$ cat src/rtl/trigger_sequencer.sv
// Sample-strobe sequencer for the 24-channel input latch: masked coincidence trigger, deadtime,
// and a first-word fall-through event FIFO. Optional macro TRIG_TIMESTAMP_EN adds evt_time.
module trigger_sequencer #(
  parameter int WIDTH      = 24,
  parameter int PERIOD_W   = 16,
  parameter int DEAD_W     = 16,
  parameter int FIFO_DEPTH = 4
) (
  input  logic                sampling_clk,
  input  logic                rst_n,
  input  logic                arm,
  input  logic [PERIOD_W-1:0] period,
  input  logic [DEAD_W-1:0]   deadtime,
  input  logic [WIDTH-1:0]    mask,
  input  logic [4:0]          threshold,
  output logic                sample_interrupt,
  input  logic [WIDTH-1:0]    latched,
  output logic                trig,
  output logic                busy,
  output logic [WIDTH-1:0]    evt_data,
  output logic                evt_valid,
  input  logic                evt_ready,
  output logic                overflow,
  input  logic                clear_ovf
`ifdef TRIG_TIMESTAMP_EN
  ,
  output logic [31:0]         evt_time
`endif
);
  localparam int AW = $clog2(FIFO_DEPTH);
  localparam int PW = $clog2(WIDTH + 1);
  localparam logic [AW:0] FULL_CNT = FIFO_DEPTH[AW:0];

  typedef enum logic [1:0] {IDLE, WAIT, CAPTURE, DEAD} state_t;

  state_t              state_q, state_d;
  logic [PERIOD_W-1:0] cnt_q, cnt_d, per_m1;
  logic [DEAD_W-1:0]   dcnt_q, dcnt_d;
  logic [WIDTH-1:0]    hits;
  logic                pass, push;

  function automatic logic [PW-1:0] popcount(input logic [WIDTH-1:0] v);
    logic [PW-1:0] n;
    n = '0;
    for (int i = 0; i < WIDTH; i++) n = n + PW'(v[i]);
    return n;
  endfunction

  assign hits   = latched & mask;
  assign pass   = (32'(popcount(hits)) >= 32'(threshold));
  assign per_m1 = (period == '0) ? '0 : period - PERIOD_W'(1);
  assign busy   = (state_q != IDLE);

  always_comb begin
    state_d          = state_q;
    cnt_d            = cnt_q;
    dcnt_d           = dcnt_q;
    sample_interrupt = 1'b0;
    push             = 1'b0;
    case (state_q)
      IDLE: begin
        cnt_d  = '0;
        dcnt_d = '0;
        if (arm) state_d = WAIT;
      end
      WAIT: begin
        if (!arm) begin
          state_d = IDLE;
          cnt_d   = '0;
        end else if (cnt_q == per_m1) begin
          sample_interrupt = 1'b1;
          cnt_d            = '0;
          state_d          = CAPTURE;
        end else begin
          cnt_d = cnt_q + PERIOD_W'(1);
        end
      end
      CAPTURE: begin
        // evaluation completes even when arm has just dropped
        cnt_d = '0;
        push  = pass;
        if (!arm) begin
          state_d = IDLE;
          dcnt_d  = '0;
        end else if (pass && (deadtime != '0)) begin
          state_d = DEAD;
          dcnt_d  = deadtime;
        end else begin
          state_d = WAIT;
        end
      end
      DEAD: begin
        if (!arm) begin
          state_d = IDLE;
          dcnt_d  = '0;
        end else if (dcnt_q <= DEAD_W'(1)) begin
          state_d = WAIT;
          dcnt_d  = '0;
          cnt_d   = '0;
        end else begin
          dcnt_d = dcnt_q - DEAD_W'(1);
        end
      end
      default: state_d = IDLE;
    endcase
  end

  always_ff @(posedge sampling_clk or negedge rst_n) begin
    if (!rst_n) begin
      state_q <= IDLE;
      cnt_q   <= '0;
      dcnt_q  <= '0;
      trig    <= 1'b0;
    end else begin
      state_q <= state_d;
      cnt_q   <= cnt_d;
      dcnt_q  <= dcnt_d;
      trig    <= push;
    end
  end

  // Event FIFO: a pop frees the slot for a same-cycle push when full
  logic [WIDTH-1:0] mem [FIFO_DEPTH];
  logic [AW-1:0]    wr_ptr, rd_ptr;
  logic [AW:0]      count;
  logic             pop, full, accept, drop;

  assign evt_valid = (count != '0);
  assign pop       = evt_valid && evt_ready;
  assign full      = (count == FULL_CNT);
  assign accept    = push && (!full || pop);
  assign drop      = push && full && !pop;
  assign evt_data  = evt_valid ? mem[rd_ptr] : '0;

  always_ff @(posedge sampling_clk or negedge rst_n) begin
    if (!rst_n) begin
      wr_ptr   <= '0;
      rd_ptr   <= '0;
      count    <= '0;
      overflow <= 1'b0;
    end else begin
      if (accept) wr_ptr <= wr_ptr + AW'(1);
      if (pop)    rd_ptr <= rd_ptr + AW'(1);
      case ({accept, pop})
        2'b10:   count <= count + (AW+1)'(1);
        2'b01:   count <= count - (AW+1)'(1);
        default: count <= count;
      endcase
      if (drop)           overflow <= 1'b1;
      else if (clear_ovf) overflow <= 1'b0;
    end
  end

  always_ff @(posedge sampling_clk) begin
    if (accept) mem[wr_ptr] <= hits;
  end

`ifdef TRIG_TIMESTAMP_EN
  logic [31:0] ts_q;
  logic [31:0] tmem [FIFO_DEPTH];

  always_ff @(posedge sampling_clk or negedge rst_n) begin
    if (!rst_n) ts_q <= '0;
    else        ts_q <= ts_q + 32'd1;
  end

  always_ff @(posedge sampling_clk) begin
    if (accept) tmem[wr_ptr] <= ts_q;
  end

  assign evt_time = evt_valid ? tmem[rd_ptr] : '0;
`endif

endmodule

$ cat config.mk
export PLATFORM = sky130hd
export DESIGN_NAME = trigger_sequencer
export DESIGN_NICKNAME = d
export VERILOG_FILES = /design/src/rtl/trigger_sequencer.sv
export SDC_FILE = /design/constraint.sdc
export NUM_CORES = 1
export LEC_CHECK = 0
export ABC_AREA = 0
export CORE_AREA = 3 3 129 256
export DETAILED_ROUTE_END_ITERATION = 8
export DIE_AREA = 0 0 132 259
export PLACE_DENSITY_LB_ADDON = 0.12
export SLEW_MARGIN = 30
export SYNTH_ARGS = -nofsm -noshare
export SYNTH_HDL_FRONTEND = slang
export SYNTH_SLANG_ARGS = --single-unit
$ cat constraint.sdc
create_clock -name sampling_clk -period 8 [get_ports sampling_clk]
set_clock_uncertainty 0.1 [all_clocks]
set_input_delay 1.2 -clock sampling_clk [delete_from_list [all_inputs] [get_ports sampling_clk]]
set_output_delay 1.2 -clock sampling_clk [all_outputs]
set_load 0.02 [all_outputs]
==> out/qor.yml, run 1 <==
floorplan:
  io_pins: 119
  start_util_pct: 24.8
  fp.dieH_um: 259
  core.rowCount: 92
  die_area_mm2: 0.0342
  die_x_um: 132
  core-area_mm2: 0.0314
worst_setup_path:
  r2r_cells: 8
  cp-start-kind: "primary input"
  cpPeakStageDelay_ns: 0.57
  cp_max_fo: 16
  cp_top_family: "adder cells"
  arrival_ns: 7.10
  reg2reg_to: "cnt_q[9]"
  critPathRequiredTime_ns: 8.18
  rr_startpoint: "dcnt_q[11]"
  cpMaxStageDelayCell: "fa_1"
  endpoint_kind: "register"
  worst_path_most_repeated_cell: "fa_1"
  cp.buffers_inverters: 3
  r2r_setup_slack_ns: 4.92
  path_cells: "clkdlybuf4s50_1 > and2_1 > fa_1 > inv_1 > fa_1 > fa_1 > fa_1 > inv_1 > fa_1 > ha_1 > fa_1 > ha_1 > a21o_1 > a21o_1 > a21o_1 > a21o_1 > a21boi_0 > nand2b_1 > o21ai_0"
  critical_path_class: "primary input to register"
clock_network:
  htree_levels: 4
  cts_sinks: 139
  tritoncts.num_buffers: 17
  cts_setup_buffers: 0
  cts-resized-gates: 0
  clk_path_buf_depth: 2
  cts_tree: "done"
  clk_latency_ns: 0.44
  cts_hold_buf: 0
  cts.clk_slew.worst_paths_ns: 0.06
  cts_root_buffer: "clkbuf_16"
timing:
  finalMaxSlewViolations: 0
  worst_pin_slew_ns: 0.807
  final_hold_viol_count: 0
  fin_crit_sh_pct: 86.4
  min_period_ns: 6.92
  setup_slack_ns: 1.08
  max_freq_mhz: 145
  setup_tns_ns: 0
  rsz0062_at_grt: "false"
  slew_headroom_pct: 45.5
  setup_violations: 0
pwr:
  power.density_mw_per_mm2: 257
  ir_worst_vdd_v: 0.000139
  power.total_mw: 2.57
  p_leak_nw: 3.68
cells_and_area:
  areaGrowthSynthToFinish_pct: 28.3
  num_antenna_cells: 0
  layout-drive-gt1-share_pct: 10.1
  stdcell_count: 1206
  nets: 897
drt:
  via_per_inst: 4.67
  drt_iter0_markers: 294
  ant_nets: 0
  drc: 0
  wl_per_cell_um: 18.0
  vias: 5637
  routed_wl_um: 21700
  drtPass1Iterations: 5
grt:
  grt_start_max_net_pins: 44
  antenna_found_initial: 0
  grt_pass1_vias: 6002
  grt_usage_pct: 12.9
  grt-ovfl-total: 0
  grt_pass1_wl_um: 34000
synthesis:
  async_reset_ff_share_pct: 30.9
  synth_most_common_cell: "edfxtp_1"
  ys_top_cells_by_count: "edfxtp_1, inv_1, and2_1, dfrtp_1, nor2_1"
  synth.yosys.seq_area_share_pct: 50.8
  synth_flop_cell: "edfxtp_1"
  synth-edff-count: 96
  synth-seq-cells: 139
  synth_area_leaders: "edfxtp_1, dfrtp_1, mux4_2"
  ys_warn_count: 0
  yosys.area.top_type_share_pct: 37.0
  synthCells: 657
  synth_largest_area_cell: "edfxtp_1"
  synth_cell_types: 69
  syn_area_per_cell_um2: 11.9
  synthesis.area_mm2: 0.00780
  syn-num-nets: 784
min_path:
  worstHoldStart: "rd_ptr[1]"
  holdCritPathClass: "register to register"
  min_to: "rd_ptr[1]"
  min_path_cells: 1
outcome:
  outcome: "finished, final reports clean"
place:
  io_buffers: 118
  place_hpwl_um: 16000
  place_congestion: 0.831
  dp.cells: 1174
  post-place-ws_ns: 0.636
job:
  cap_violations: 0
state kept, by name, summed over array words and instances, names as in the netlist:
name,count
rd_ptr,2
dcnt_q,16
count,3
wr_ptr,2
state_q,2
mem,96
cnt_q,16
overflow,1
trig,1
final cells by class:
cell class	count	area (um2)
flip-flops and latches	139	3960
repair buffers	125	1230
clock buffers	18	429
inverters	55	206
well taps	423	529
fillers	3170	21400
clock inverters	14	134
multi-input cells	432	3510
power by group:
part | leakage, nW | internal (mW) | switching, mW
registers | 1.45 | 0.806 | 0.0631
logic | 1.95 | 0.489 | 0.447
clock network | 0.274 | 0.433 | 0.329
kinds of logic (layout without fill, tap and decap cells):
group                      count (synthesis)  after routing  synth area share, %
buffers and inverters                     86            212                 4.29
xor gates and xnor gates                  31             31                 3.48
muxes                                     31             31                 7.88
adders and majority gates                 37             37                 7.67
and+or+nand+nor                          226            226                 16.2
DFF                                      139            139                 50.8
AOI/OAI and AO/OA                        107            107                 9.69
how the worst max path moves through the flow:
stage | cells past startpoint | from | endpoint | slack, ns
floorplan | 18 | latched[0] | mem[0][0] | 1.20
global placement | 19 | latched[13] | mem[0][11] | 0.68
detailed placement | 19 | mask[3] | mem[1][21] | 0.64
CTS | 19 | mask[3] | mem[1][5] | 1.07
global route | 19 | mask[3] | dcnt_q[11] | 0.69
finish | 19 | latched[13] | dcnt_q[15] | 1.08
cells in the final DEF (no fill, tap or decap), types with 12 or more instances in the layout:
cell	Yosys	final
ha_1	19	19
o31ai_1	12	12
a21oi_1	17	17
dfrtp_1	43	42
edfxtp_1	96	96
fa_1	18	18
mux4_2	24	24
xnor2_1	25	25
nand2_1	36	36
nor3_1	22	22
inv_1	55	55
clkbuf_16	0	17
and2_1	46	46
nor2_1	40	40
clkdlybuf4s50_1	0	117
o21ai_0	16	16
nor4_1	14	14
routing by layer:
| layer | share of wire (%) | up-vias | GRT usage (%) | wire (um) |
|---|---|---|---|---|
| li1 | - | 2645 | - | - |
| met1 | 36 | 2794 | 13.1 | 7850 |
| met2 | 57 | 165 | 25.2 | 12500 |
| met3 | 3.9 | 33 | 2.39 | 837 |
| met4 | 2.5 | 0 | 5.67 | 542 |
| met5 | 0 | - | 0 | 0 |
stage by stage:
stage,hold WS (ns),area (um2),utilization (%)
floorplan,0.353,7800,-
global placement,0.369,9430,30.0
detailed placement,0.375,9430,30.0
CTS,0.383,10000,31.8
global route,0.421,10000,31.8
finish,0.371,10000,31.8
Power figures use the tool's default switching activity.
==> run 2, diff against run 1 <==
TNS_END_PERCENT = 5   (was default)
==> results of run 2 <==
No change in the layout: final DEF, timing and power equal those of run 1.
==> RTL change 1 (flow settings as in run 1) <==
Re-encode `state_t` (4 states) as one-hot, 4 bits wide.
--- a/src/rtl/trigger_sequencer.sv
+++ b/src/rtl/trigger_sequencer.sv
@@ -32,5 +32,5 @@
   localparam logic [AW:0] FULL_CNT = FIFO_DEPTH[AW:0];
 
-  typedef enum logic [1:0] {IDLE, WAIT, CAPTURE, DEAD} state_t;
+  typedef enum logic [3:0] {IDLE = 4'b0001, WAIT = 4'b0010, CAPTURE = 4'b0100, DEAD = 4'b1000} state_t;
 
   state_t              state_q, state_d;
Check against the original RTL: same outputs for any inputs over 4 cycles, from zero or initial values and one cycle with rst_n low; so few cycles prove little.
==> RTL change 1 against run 1 <==
- global-route usage rose by 1.5 points
- routed wire length is 9.3% higher
- cell area up 4.0%
- power grew 5.9%
- worst setup slack worse by 0.22 ns
- critical path type unchanged
- sequential cell count is 2 higher
- synthesized area up 3.7%
- largest power group unchanged
- largest cell class unchanged
- sequential share of layout area decreased by 1.0 points
- hold slack worse by 0.0015 ns
==> RTL change 1: results (changes against run 1) <==
| Metric | Value |
|---|---|
| Vias in the first global route | `6447 (+7.4%)` |
| Initial antenna violation count | `0 (unchanged)` |
| Crit path to | `count[2]` |
| Max Fanout on Critical Path | `9 (-7)` |
| First-pass GRT wire length | `37.1 mm (+9.1%)` |
| Resized cells post-CTS | `0 (unchanged)` |
| IO buf count | `118 (unchanged)` |
| Async SR Flop Fraction | `31.9% (+0.98 points)` |
| Share of cells above drive strength 1 | `11.7% (+1.6 points)` |
| TritonCTS buffer count | `17 (unchanged)` |
| CP arrival | `7.39 ns (+0.29 ns)` |
| Seq/Total Area, Yosys | `49.6% (-1.2 points)` |
| Global placement routability congestion | `0.761 (-8.4%)` |
| Max Freq | `140 MHz (-3.1%)` |
| Worst-Margin Slew | `0.801 ns (-0.00646 ns)` |
| Synthesized Nets | `827 (+5.5%)` |
| Via/cell ratio | `4.72 (+1.0%)` |
| Synth unique cells | `69 (unchanged)` |
| Nets | `949 (+5.8%)` |
| Reg2Reg Depth | `10 (+2)` |
| Detailed placement HPWL | `17.9 mm (+12%)` |
| Post-DR wirelength/cell | `18.9 µm (+4.8%)` |
| Fill cells | `3190 (+0.63%)` |
| MaxCap Viol Count | `0 (unchanged)` |
| Crit path launch | `latched[7]` |
| Status | `completed` |
| Synth area leaders | `edfxtp_1, dfrtp_1, mux4_2` |
| Placed Area | `0.00983 mm² (+4.2%)` |
| Type of the worst min-delay path | `reg2reg` |
| GRT Total Usage | `14.3% (+1.5 points)` |
| DRT Pass-1 Iters | `4 (-1)` |
| Clock buffer depth | `2 (unchanged)` |
| Peak VDD IR | `0.000151 V (+8.4%)` |
| Worst R2R Setup Slack | `4.65 ns (-0.27 ns)` |
| Reg-to-reg critical path startpoint | `dcnt_q[0]` |
| Leakage | `3.83 nW (+4.1%)` |
| Synth cell count leaders | `edfxtp_1, nand2_1, inv_1, dfrtp_1` |
| FF-to-FF End | `cnt_q[10]` |
| Pre-CTS setup slack | `0.351 ns (-0.286 ns)` |
| Largest net degree at the start of global routing | `46 (+4.5%)` |
| Starting DRC count in detailed routing | `196 (-33%)` |
-- RTL change 1: changes by cell type after synthesis, moves of 8 or more --
cell and change:
nor3_1 -8, nand2_1 +26, a21oi_1 +17, o31ai_1 -8, o21ai_0 +18
-- RTL change 1: logic make-up after synthesis --
logic type | synth area share, %
XOR/XNOR | 4.44
adder cells (fa/ha/maj) | 7.40
multiplexers | 7.43
buffers and inverters | 3.74
flip-flops | 49.6
AO/OA/AOI/OAI | 9.90
AND/OR/NAND/NOR | 17.5
-- RTL change 1: per-stage QoR --
stage	hold slack, ns	utilization, %	std cells
CTS	0.381	33.1	1258
floorplan	0.392	-	700
finish	0.370	33.1	1258
global placement	0.366	31.3	1226
global route	0.403	33.1	1258
detailed placement	0.368	31.3	1226
-- RTL change 1: final cells by class --
cell class                 instances  share of cell area [%]
timing repair buffer             130                    12.7
clock inverter                    14                    1.38
multi-input combinational        482                    36.4
clock buffer                      18                    4.13
inverter                          50                    1.80
sequential                       141                    38.6
tap                              423                    5.09
-- RTL change 1: where the power goes --
part	switching (mW)	internal, mW
clock	0.346	0.439
combinational	0.544	0.513
sequential	0.0722	0.804
total	0.962	1.76
-- RTL change 1: critical path: stages --
cell	delay, ns
clkdlybuf4s50_1	0.39
and2_1	0.22
fa_1	0.56
inv_1	0.07
fa_1	0.46
fa_1	0.50
fa_1	0.53
inv_1	0.05
fa_1	0.44
ha_1	0.22
fa_1	0.40
a21o_1	0.17
a21o_1	0.17
ha_1	0.28
nand2_1	0.05
o21a_1	0.20
nand3b_1	0.25
inv_2	0.19
nor2_1	0.08
fa_1	0.42
o32a_1	0.36
o211ai_1	0.16
-- RTL change 1: worst min-delay path by stage --
stage / from / endpoint / cells past startpoint
after global placement: rd_ptr[1] / rd_ptr[1] / 1
after global routing: rd_ptr[1] / rd_ptr[1] / 1
after detailed placement: rd_ptr[1] / rd_ptr[1] / 1
final: rd_ptr[1] / rd_ptr[1] / 1
after CTS: rd_ptr[1] / rd_ptr[1] / 1
after floorplan: dcnt_q[15] / dcnt_q[15] / 2
-- RTL change 1: metal layers --
layer	track usage [%]	routed length, µm
met2	29.5	14200
met1	13.0	7920
met3	3.04	781
met4	6.45	868
met5	0	0
==> RTL change 2 (flow settings as in run 1) <==
Made on the original files. Add a define of `TRIG_TIMESTAMP_EN`.
--- a/src/rtl/trigger_sequencer.sv
+++ b/src/rtl/trigger_sequencer.sv
@@ -1,4 +1,6 @@
 // Sample-strobe sequencer for the 24-channel input latch: masked coincidence trigger, deadtime,
 // and a first-word fall-through event FIFO. Optional macro TRIG_TIMESTAMP_EN adds evt_time.
+`define TRIG_TIMESTAMP_EN
+
 module trigger_sequencer #(
   parameter int WIDTH      = 24,
Function (old outputs only; new: evt_time): no difference found for any inputs over 4 cycles, from zero or initial values and one cycle with rst_n low; that may be too few to reach the edited logic, so the function may still have changed.
==> RTL change 2 against run 1 <==
- worst setup slack better by 0.0083 ns
- sequential cell count is 160 higher
- routed wire length is 49% higher
- synthesized area is 81% higher
- register-to-register slack worse by 0.55 ns
- cell area is 70% higher
- power is 75% higher
- first-iteration DRC count is 23% higher
- global-route usage is 6.0 points higher
- sequential power is 99% higher
==> RTL change 2: results (changes against run 1) <==
| Metric | Value |
|---|---|
| Skew-Pair Late Insertion Delay | `0.54 ns (+0.10 ns)` |
| Slew HR | `39.0% (-6.5 points)` |
| Seq/Total Area, Yosys | `61.1% (+10 points)` |
| IO buf count | `150 (+27%)` |
| First-pass GRT wire length | `50.9 mm (+50%)` |
| Status | `completed` |
| Share of cells above drive strength 1 | `11.9% (+1.8 points)` |
| Peak VDD IR | `0.000141 V (+1.7%)` |
| GRT Total Usage | `18.9% (+6.0 points)` |
| Max Fanout on Critical Path | `20 (+4)` |
| Global placement routability congestion | `0.852 (+2.5%)` |
| CP arrival | `7.03 ns (-0.07 ns)` |
| Via/cell ratio | `5.50 (+18%)` |
| Placed Area | `0.0161 mm² (+71%)` |
| Largest net degree at the start of global routing | `66 (+50%)` |
| Synthesized Nets | `1132 (+44%)` |
| FF-to-FF End | `cnt_q[9]` |
| H-tree levels | `1 (-3)` |
| Reg2Reg Depth | `7 (-1)` |
| Synth unique cells | `68 (-1.4%)` |
| Starting DRC count in detailed routing | `362 (+23%)` |
| Worst R2R Setup Slack | `4.37 ns (-0.55 ns)` |
| Synth area leaders | `edfxtp_1, dfrtp_1, mux4_2` |
| TritonCTS buffer count | `26 (+9)` |
| Reg-to-reg critical path startpoint | `dcnt_q[10]` |
| Synth cell count leaders | `edfxtp_1, and2_1, dfrtp_1, inv_1, mux4_2` |
| Nets | `1279 (+43%)` |
| Largest registers | `tmem x128, mem x96, ts_q x32` |
| Async SR Flop Fraction | `25.1% (-5.9 points)` |
| Post-DR wirelength/cell | `20.3 µm (+13%)` |
| Detailed placement HPWL | `22.2 mm (+38%)` |
| Clock buffer depth | `3 (+1)` |
| EDFF count, synth | `224 (+130%)` |
| Leakage | `5.95 nW (+62%)` |
| Post-CTS Hold Buffers | `0 (unchanged)` |
| Yosys warns | `0 (unchanged)` |
| Type of the worst min-delay path | `in2async` |
| N_diodes | `0 (unchanged)` |
| Vias in the first global route | `9272 (+54%)` |
| Root Buffer | `clkbuf_16` |
-- RTL change 2: changes by cell type after synthesis, sizes merged, moves of 15 or more --
cell,before,now
dfrtp,43,75
and2,46,80
clkbuf,26,41
mux4,24,56
edfxtp,96,224
and3,4,21
nand3,9,24
xor2,6,23
-- RTL change 2: worst max path at each step --
| stage | start | endpoint | cells after the start |
|---|---|---|---|
| after floorplan | latched[0] | mem[0][0] | 18 |
| after global placement | latched[17] | mem[0][17] | 19 |
| after detailed placement | mask[17] | mem[0][17] | 19 |
| after CTS | mask[17] | tmem[0][12] | 19 |
| after global routing | latched[17] | tmem[0][21] | 19 |
| final | latched[0] | tmem[0][21] | 19 |
-- RTL change 2: final cells by class --
type / count / area (µm²)
Clock buffer: 32 / 756
Timing Repair Buffer: 166 / 1710
Inverter: 58 / 218
Tap cell: 423 / 529
Fill cell: 2631 / 14400
Sequential cell: 299 / 8610
Clock inverter: 16 / 129
Multi-Input combinational cell: 596 / 5080
-- RTL change 2: stage by stage --
| stage | hold slack [ns] | instances | power [mW] | setup WS, ns | util (%) |
|---|---|---|---|---|---|
| floorplan | 0.353 | 1000 | 2.70 | 0.418 | - |
| global placement | 0.373 | 1542 | 3.27 | 0.544 | 51.3 |
| detailed placement | 0.379 | 1542 | 3.29 | 0.480 | 51.4 |
| CTS | 0.371 | 1590 | 4.56 | 1.02 | 54.2 |
| global route | 0.386 | 1590 | 4.72 | 0.813 | 54.2 |
| finish | 0.393 | 1590 | 4.49 | 1.09 | 54.2 |
-- RTL change 2: logic make-up after synthesis --
family | count (synthesis) | synth area share, %
xor gates and xnor gates | 60 | 3.73
and+or+nand+nor | 305 | 11.8
AOI/OAI and AO/OA | 123 | 6.05
muxes | 66 | 9.70
adders and majority gates | 42 | 4.69
DFF | 299 | 61.1
buffers and inverters | 105 | 2.88
-- RTL change 2: layer usage --
metal / GRT usage [%] / vias to the layer above / part of all wire, %
met5: 0 / - / 0
met4: 6.25 / 0 / 2.8
met3: 2.04 / 60 / 3.1
met2: 38.9 / 198 / 59
met1: 19.3 / 4447 / 35
li1: - / 4039 / -
-- RTL change 2: power breakdown --
part / switching [mW] / internal, mW
combinational: 0.756 / 0.726
sequential: 0.0505 / 1.68
clock: 0.562 / 0.710
total: 1.37 / 3.12
-- RTL change 2: worst max-delay path, cell delays in order --
cell	delay, ns
clkdlybuf4s50_1	0.39
and2_1	0.23
fa_1	0.56
inv_1	0.05
fa_1	0.53
fa_1	0.45
fa_1	0.53
inv_1	0.05
fa_1	0.43
ha_1	0.22
fa_1	0.41
xor2_1	0.18
ha_1	0.27
a21o_1	0.10
a21o_1	0.10
a21o_1	0.24
and3_1	0.35
and2_2	0.47
buf_12	0.23
